## src/rtl/iir_coeff_sequencer.sv

```systemverilog
// Shadow/active coefficient bank for the 2nd-order IIR filter with an atomic
// commit, an optional delay-line flush, and output muting while the filter settles.
module iir_coeff_sequencer #(
  parameter int unsigned COEFF_WIDTH    = 32,
  parameter int unsigned OUT_DATA_WIDTH = 16,
  parameter int unsigned FLUSH_CYCLES   = 8,
  parameter int unsigned SETTLE_CYCLES  = 16,
  parameter logic [COEFF_WIDTH-1:0] B0_DEFAULT   = COEFF_WIDTH'(32'h4000_0000),
  parameter logic [COEFF_WIDTH-1:0] GAIN_DEFAULT = COEFF_WIDTH'(32'h0001_0000)
) (
  input  logic                      clk,
  input  logic                      rst,
  input  logic                      wr_en,
  input  logic [2:0]                wr_addr,
  input  logic [COEFF_WIDTH-1:0]    wr_data,
  input  logic                      commit,
  input  logic                      flush_en,
  input  logic [OUT_DATA_WIDTH-1:0] y_in,
  output logic [COEFF_WIDTH-1:0]    b0,
  output logic [COEFF_WIDTH-1:0]    b1,
  output logic [COEFF_WIDTH-1:0]    b2,
  output logic [COEFF_WIDTH-1:0]    a1,
  output logic [COEFF_WIDTH-1:0]    a2,
  output logic [COEFF_WIDTH-1:0]    gain,
  output logic                      filt_rst,
  output logic [OUT_DATA_WIDTH-1:0] y_out,
  output logic                      busy,
  output logic                      commit_done,
  output logic                      wr_err,
  output logic                      commit_ovf
);

  localparam int unsigned NUM_COEFFS = 6;
  localparam int unsigned CNT_MAX    = (FLUSH_CYCLES > SETTLE_CYCLES) ? FLUSH_CYCLES : SETTLE_CYCLES;
  localparam int unsigned CNT_W      = (CNT_MAX > 1) ? $clog2(CNT_MAX) : 1;

  typedef enum logic [1:0] {
    IDLE   = 2'd0,
    FLUSH  = 2'd1,
    SETTLE = 2'd2
  } state_t;

  state_t                 state_q, state_d;
  logic [CNT_W-1:0]       cnt_q, cnt_d;
  logic [COEFF_WIDTH-1:0] shadow_q [NUM_COEFFS];
  logic [COEFF_WIDTH-1:0] shadow_d [NUM_COEFFS];
  logic                   filt_rst_d, busy_d, done_d, ovf_d, wr_err_d, load_c;

  function automatic logic [COEFF_WIDTH-1:0] coeff_default(input int unsigned idx);
    if (idx == 0)      return B0_DEFAULT;
    else if (idx == 5) return GAIN_DEFAULT;
    else               return '0;
  endfunction

  // Shadow bank with this cycle's write merged in, so a same-cycle commit sees it
  always_comb begin
    wr_err_d = 1'b0;
    for (int i = 0; i < NUM_COEFFS; i++) begin
      shadow_d[i] = shadow_q[i];
      if (wr_en && (wr_addr == 3'(i))) shadow_d[i] = wr_data;
    end
    if (wr_en && (wr_addr >= 3'(NUM_COEFFS))) wr_err_d = 1'b1;
  end

  // Sequence control: next state, counter and registered-output next values
  always_comb begin
    state_d    = state_q;
    cnt_d      = cnt_q;
    filt_rst_d = filt_rst;
    busy_d     = busy;
    done_d     = 1'b0;
    ovf_d      = 1'b0;
    load_c     = 1'b0;
    case (state_q)
      IDLE: begin
        if (commit) begin
          load_c = 1'b1;
          busy_d = 1'b1;
          if (flush_en) begin
            state_d    = FLUSH;
            filt_rst_d = 1'b1;
            cnt_d      = CNT_W'(FLUSH_CYCLES - 1);
          end else begin
            state_d = SETTLE;
            cnt_d   = CNT_W'(SETTLE_CYCLES - 1);
          end
        end
      end
      FLUSH: begin
        ovf_d = commit;
        if (cnt_q == '0) begin
          state_d    = SETTLE;
          filt_rst_d = 1'b0;
          cnt_d      = CNT_W'(SETTLE_CYCLES - 1);
        end else begin
          cnt_d = cnt_q - CNT_W'(1);
        end
      end
      SETTLE: begin
        ovf_d = commit;
        if (cnt_q == '0) begin
          state_d = IDLE;
          busy_d  = 1'b0;
          done_d  = 1'b1;
        end else begin
          cnt_d = cnt_q - CNT_W'(1);
        end
      end
      default: begin
        state_d    = IDLE;
        busy_d     = 1'b0;
        filt_rst_d = 1'b0;
      end
    endcase
  end

  // Mute tracks busy exactly, so gate with busy's next value
  always_ff @(posedge clk) begin
    if (rst) begin
      state_q     <= IDLE;
      cnt_q       <= '0;
      filt_rst    <= 1'b0;
      busy        <= 1'b0;
      commit_done <= 1'b0;
      wr_err      <= 1'b0;
      commit_ovf  <= 1'b0;
      y_out       <= '0;
      for (int i = 0; i < NUM_COEFFS; i++) shadow_q[i] <= coeff_default(i);
      b0   <= B0_DEFAULT;
      b1   <= '0;
      b2   <= '0;
      a1   <= '0;
      a2   <= '0;
      gain <= GAIN_DEFAULT;
    end else begin
      state_q     <= state_d;
      cnt_q       <= cnt_d;
      filt_rst    <= filt_rst_d;
      busy        <= busy_d;
      commit_done <= done_d;
      wr_err      <= wr_err_d;
      commit_ovf  <= ovf_d;
      y_out       <= busy_d ? '0 : y_in;
      for (int i = 0; i < NUM_COEFFS; i++) shadow_q[i] <= shadow_d[i];
      if (load_c) begin
        b0   <= shadow_d[0];
        b1   <= shadow_d[1];
        b2   <= shadow_d[2];
        a1   <= shadow_d[3];
        a2   <= shadow_d[4];
        gain <= shadow_d[5];
      end
    end
  end

endmodule

```

## config.mk

```make
export PLATFORM = sky130hd
export DESIGN_NAME = iir_coeff_sequencer
export DESIGN_NICKNAME = d
export VERILOG_FILES = /design/src/rtl/iir_coeff_sequencer.sv
export SDC_FILE = /design/constraint.sdc
export NUM_CORES = 1
export LEC_CHECK = 0
export ABC_CLOCK_PERIOD_IN_PS = 3100
export BUFFER_PORTS_ARGS = -buffer_cell sky130_fd_sc_hd__buf_2
export CORE_MARGIN = 4
export CORE_UTILIZATION = 59
export CTS_CLUSTER_SIZE = 10
export DETAILED_ROUTE_END_ITERATION = 10
export PLACE_DENSITY = 0.84
export SLEW_MARGIN = 20
export SYNTH_ARGS = -nofsm -noshare
export SYNTH_HDL_FRONTEND = slang
export SYNTH_SLANG_ARGS = --single-unit
```

## constraint.sdc

```tcl
create_clock -name clk -period 3.1 [get_ports clk]
set_input_delay 0.155 -clock clk [delete_from_list [all_inputs] [get_ports clk]]
set_output_delay 0.155 -clock clk [all_outputs]
set_load 0.02 [all_outputs]
```

After elaboration in Yosys (flattened, before gate mapping). Memories as Yosys holds them, arrays and structs flattened. Cells that the tools add are included.

Flip-flop bits (word level): 219. Bits in writable memories: 192. Input bits: 56. Word-level logic and storage cells: 94. Memories kept: 1.

Add/subtract/negate cells: 1. $lt $le $gt $ge: 1. Equality and inequality tests: 12. Muxes and demuxes: 39. Bitwise operators: 8. Reductions and logical operators: 18.

Memories: shadow_q (depth 6, bits a word 32, read ports 6, clocked after memory_dff 0, write ports 6, line 45) `logic [COEFF_WIDTH-1:0] shadow_q [NUM_COEFFS];`.

Operators with widths (number): $mux W32 (15); $mux W4 (4); $mux W1 (12); $pmux W4 S3 (1); $ne A2 B2 Y1 const B (5); $mux W2 (4); $reduce_or A2 Y1 (4); $logic_and A1 B1 Y1 (7); $eq A3 B2 Y1 const B (2); $eq A3 B3 Y1 const B (2); $or A1 B1 Y1 (6); $pmux W1 S3 (2); $pmux W2 S3 (1); $reduce_and A3 Y1 (2); $logic_not A4 Y1 (1); $reduce_and A4 Y1 (1); $sub A4 B1 Y4 const B (1); $eq A3 B1 Y1 const B (1); $ge A3 B3 Y1 const B (1); $logic_not A3 Y1 (1); $reduce_bool A3 Y1 (1); $eq A2 B1 Y1 const B (1); $eq A2 B2 Y1 const B (1); $logic_not A2 Y1 (1); $not A1 Y1 (2).

Logic depth before layout (Yosys ltp).
Depth in word-level cells: 4. Depth in mapped cells: 9. Depth with buffers taken out: 6.

Least setup slack after synthesis. No wires, ideal clock.

Path kind: register to register. Start point: reg state_q[0]. End point: reg cnt_q[2]. Arrival: 1.739 ns. Setup slack: 1.244 ns. Cell stages (with the launch flop): 8. Buffers on the path: 1. Cell sequence: dfxtp_1 inv_1 ha_1 buf_2 nor2b_1 a211oi_1 o21ai_0 a32o_1.

Cells in the longest elaborated chain, start to end: 3.

RTL lines: start: declaration (line 43) `state_t state_q, state_d;`; start signal: assignment (line 136) `state_q <= state_d;`; $eq A2 B2 Y1, or another cell as far along (line 74) `case (state_q)`; $ne A2 B2 Y1 (no source line) or $reduce_bool A3 Y1 (tied branches); $reduce_and A3 Y1 (no source line); end signal: assignment (line 137) `cnt_q <= cnt_d;`; end: declaration (line 44) `logic [CNT_W-1:0] cnt_q, cnt_d;`.

Several ways; a longest one is shown, not always the timed one. A chain may end at the register's enable or synchronous reset.

Final worst setup path.
Start point: reg state_q[1]. End point: reg b1[6].

Cells in the longest elaborated chain, start to end: 2.

RTL lines: $logic_not A2 Y1 (line 74); $mux W1 (line 74); end signal: assignment (line 147) `b1 <= shadow_d[1];`; end: declaration (line 20) `output logic [COEFF_WIDTH-1:0] b1,`.

Every way passes these cells.

==> results.py <==
metrics = {
    "floorplan": {
        "row_count": 56,
        "fp.coreArea_sq_um": 23400,
        "ioPinCount": 269,
        "start_util_pct": 59.89,
        "fp.dieW_microns": 162.1,
        "die_area_sq_um": 26280,
        "chipHeight_microns": 162.1,
    },
    "drt": {
        "first_pass_iters": 5,
        "viasPerCell": 5.575,
        "dr.first_iter.drc_count": 791,
        "ant_nets": 0,
        "avgRoutedWirePerCell_microns": 18.01,
        "vias": 10840,
        "route.detailed.drc": 0,
        "wl_microns": 35020,
    },
    "final_layout": {
        "area_growth_pct": 21.19,
        "fillerInstances": 1681,
        "nets": 1683,
        "fin_util_pct": 72.57,
        "final_layout_size_suffix_gt1_share_pct": 21.60,
    },
    "timing": {
        "slew_headroom_pct": 29.73,
        "final_hold_viol_count": 0,
        "fin_crit_ps": 2273,
        "whs_ps": 12.24,
        "max_freq_ghz": 0.4400,
        "drv_slew": 0,
        "worstMarginPinSlew_ps": 1054,
        "setup_violations": 0,
        "fin_ws_ps": 827.3,
        "tns_ps": 0,
        "fin_crit_sh_pct": 73.31,
        "rsz0062_at_grt": "false",
        "skew_ps": 11.86,
    },
    "synth": {
        "netlist.top_cell.by_area": "dfxtp_1",
        "netlist.area_leader.share_pct": 58.71,
        "synthFlopType": "dfxtp_1",
        "yosysWarnings": 0,
        "netlist_instances": 1369,
        "netlist_area_sq_um": 14010,
        "ys_types": 39,
        "synth-edff-count": 0,
        "synth.avg_cell_area_sq_um": 10.24,
        "synthTopCellsByArea": "dfxtp_1, mux2i_1, nor2_1",
        "synth-seq-cells": 411,
        "ys_seq_area_share_pct": 58.71,
        "syn_nets": 1430,
        "synthArstFlopShare_pct": 0,
    },
    "hold_path": {
        "hold_end": "shadow_q[5][28]$_SDFF_PP0_",
        "hp-start": "wr_data[28]",
        "min_path_cells": 3,
        "hp-class": "in -> reg",
    },
    "setup_path": {
        "worstSetupStartpointType": "flop",
        "worst_setup_path_end_kind": "flop",
        "crit_type": "reg -> reg",
        "reg2regPathDepth": 6,
        "crit_family": "simple AND/OR/NAND/NOR gates",
        "r2r_start": "state_q[1]$_SDFFE_PP0P_",
        "arrival_ps": 2700,
        "critPathMaxStageDelay_ps": 560,
        "crit_buf_inv": 2,
        "cp_cell_sequence": "inv_1 > ha_1 > and2_4 > buf_4 > nor2_1 > a211oi_1",
        "cp_data_required_time_ps": 3530,
        "critical_path.max_fanout": 44,
        "r2r_end": "b1[6]$_SDFFE_PP0P_",
        "cp_slowest_cell": "and2_4",
        "rrSetupSlack_ps": 830,
    },
    "power": {
        "power_frac_comb_pct": 24.8,
        "leakage_nw": 7.438,
        "clockPowerShare_pct": 31.5,
        "p_total_w": 0.01476,
        "p_sw_w": 0.004743,
        "power.density_nw_per_um2": 869.1,
        "swShare_pct": 32.14,
        "ir_worst_vdd_v": 0.0005818,
        "seqPwrFrac_pct": 43.6,
        "intPower_w": 0.01002,
    },
    "clock_network": {
        "clock_sinks": 411,
        "clkTransAtPathRegs_ps": 50,
        "cts_buffers": 47,
        "clock_latency_ps": 520,
        "cts_resized": 0,
        "cts_root_buf": "clkbuf_16",
        "cts_tree": "built",
        "cts_buffer_depth": 3,
        "cts_max_level": 2,
    },
    "grt": {
        "grt_pass1_wl_microns": 55500,
        "antenna_found_initial": 2,
        "use_met1_pct": 31.86,
        "grt_max_degree": 104,
        "grt_pass1_vias": 10560,
        "use_met2_pct": 43.85,
        "use_met3_pct": 6.293,
        "grt.total_usage_pct": 25.87,
        "grt_overflow_total": 0,
        "top_usage_layer": "met2",
    },
    "run_status": {
        "status": "complete, no violations",
    },
    "flow_run": {
        "drv_cap": 0,
    },
    "place": {
        "gp_congestion": 0.8440,
        "place_ws_ps": 922.2,
        "dp_hpwl_microns": 22150,
        "portBuffers": 268,
    },
}
==> metal layers <==
metal | vias up | part of all wire, % | wire [microns]
li1 | 5208 | - | -
met1 | 5185 | 41 | 14290
met2 | 356 | 48 | 16970
met3 | 92 | 6.8 | 2372
met4 | 2 | 3.9 | 1376
met5 | - | 0.037 | 13
==> how the worst max path moves through the flow <==
stage	to	cells past startpoint	slack, ps	startpoint
finish	b1[6]$_SDFFE_PP0P_	6	830	state_q[1]$_SDFFE_PP0P_
global route	b2[8]$_SDFFE_PP0P_	6	660	state_q[0]$_SDFFE_PP0P_
CTS	b0[12]$_SDFFE_PP0P_	6	900	state_q[1]$_SDFFE_PP0P_
detailed placement	b1[9]$_SDFFE_PP0P_	6	920	state_q[0]$_SDFFE_PP0P_
global placement	b0[8]$_SDFFE_PP0P_	6	1060	state_q[0]$_SDFFE_PP0P_
floorplan	cnt_q[2]$_SDFFE_PP0P_	7	1240	state_q[0]$_SDFFE_PP0P_
==> worst register-to-register path, cell delays in order (launching register included) <==
cell and delay, ps:
dfxtp_1 330, inv_1 120, ha_1 340, and2_4 560, buf_4 460, nor2_1 110
a211oi_1 260
==> cells in the final DEF (no fill, tap or decap), drive strengths merged, types with 2 or more instances in the layout <==
cell type,netlist,final
dfxtp,411,411
nand4b,2,2
nor2b,2,2
a21oi,70,70
o22ai,2,2
and2,17,17
nor2,320,320
inv,7,8
o21ai,67,67
clkbuf,76,51
nand2,9,9
nor4bb,2,2
dlygate4sd3,0,22
ha,5,5
nor3,2,2
o211ai,3,3
and3,3,3
mux2i,193,193
nor4b,3,3
buf,34,292
nor3b,2,2
a211oi,127,127
==> power groups by stage <==
stage               registers, W  clock network (W)  logic (W)
finish                   0.00644            0.00465    0.00366
global route             0.00652            0.00495    0.00400
CTS                      0.00643            0.00472    0.00367
detailed placement       0.00652                  0    0.00361
global placement         0.00651                  0    0.00351
floorplan                0.00727                  0    0.00161
==> flip-flops by register name (all words and copies together) (netlist names) <==
register / cells
b2: 32
commit_ovf: 1
a2: 32
y_out: 16
state_q: 2
wr_err: 1
busy: 1
filt_rst: 1
b1: 32
shadow_q: 192
a1: 32
cnt_q: 4
commit_done: 1
gain: 32
b0: 32
==> cell type report <==
class / instances / area, sq um / area share (%)
antenna: 1 / 2.502 / 0.01473
timing repair buffer: 314 / 1789 / 10.53
multi-input combinational: 841 / 5296 / 31.18
clock inverter: 1 / 8.758 / 0.05157
clock buffer: 51 / 1234 / 7.264
sequential: 411 / 8228 / 48.45
inverter: 7 / 26.28 / 0.1547
tap: 319 / 399.1 / 2.350
==> cells by family after synthesis <==
group,synth area share (%)
AOI/OAI and AO/OA,12.49
adders and majority gates,0.4464
buffers and inverters,3.732
DFF,58.71
muxes,13.78
and+or+nand+nor,10.84
==> synth_stat cells, drive strengths merged, types with 3 or more instances <==
| library cell | count |
|---|---|
| dfxtp | 411 |
| nor2 | 320 |
| mux2i | 193 |
| a211oi | 127 |
| clkbuf | 76 |
| a21oi | 70 |
| o21ai | 67 |
| buf | 34 |
| and2 | 17 |
| nand2 | 9 |
| inv | 7 |
| ha | 5 |
| and3 | 3 |
| nor4b | 3 |
| o211ai | 3 |
==> metrics by stage <==
step,std cells,cell area [sq um]
2_1_floorplan,1369,14010
3_3_place_gp,1870,15520
3_5_place_dp,1870,15520
4_1_cts,1944,16980
5_1_grt,1945,16980
6_report,1945,16980
==> repair_timing <==
action / CTS / global route
hold buffers: 22 / 0
setup buffers: 0 / 0
endpoints found under the hold margin: 42 / 0
Note: power is estimated with default switching activity, not from simulation.
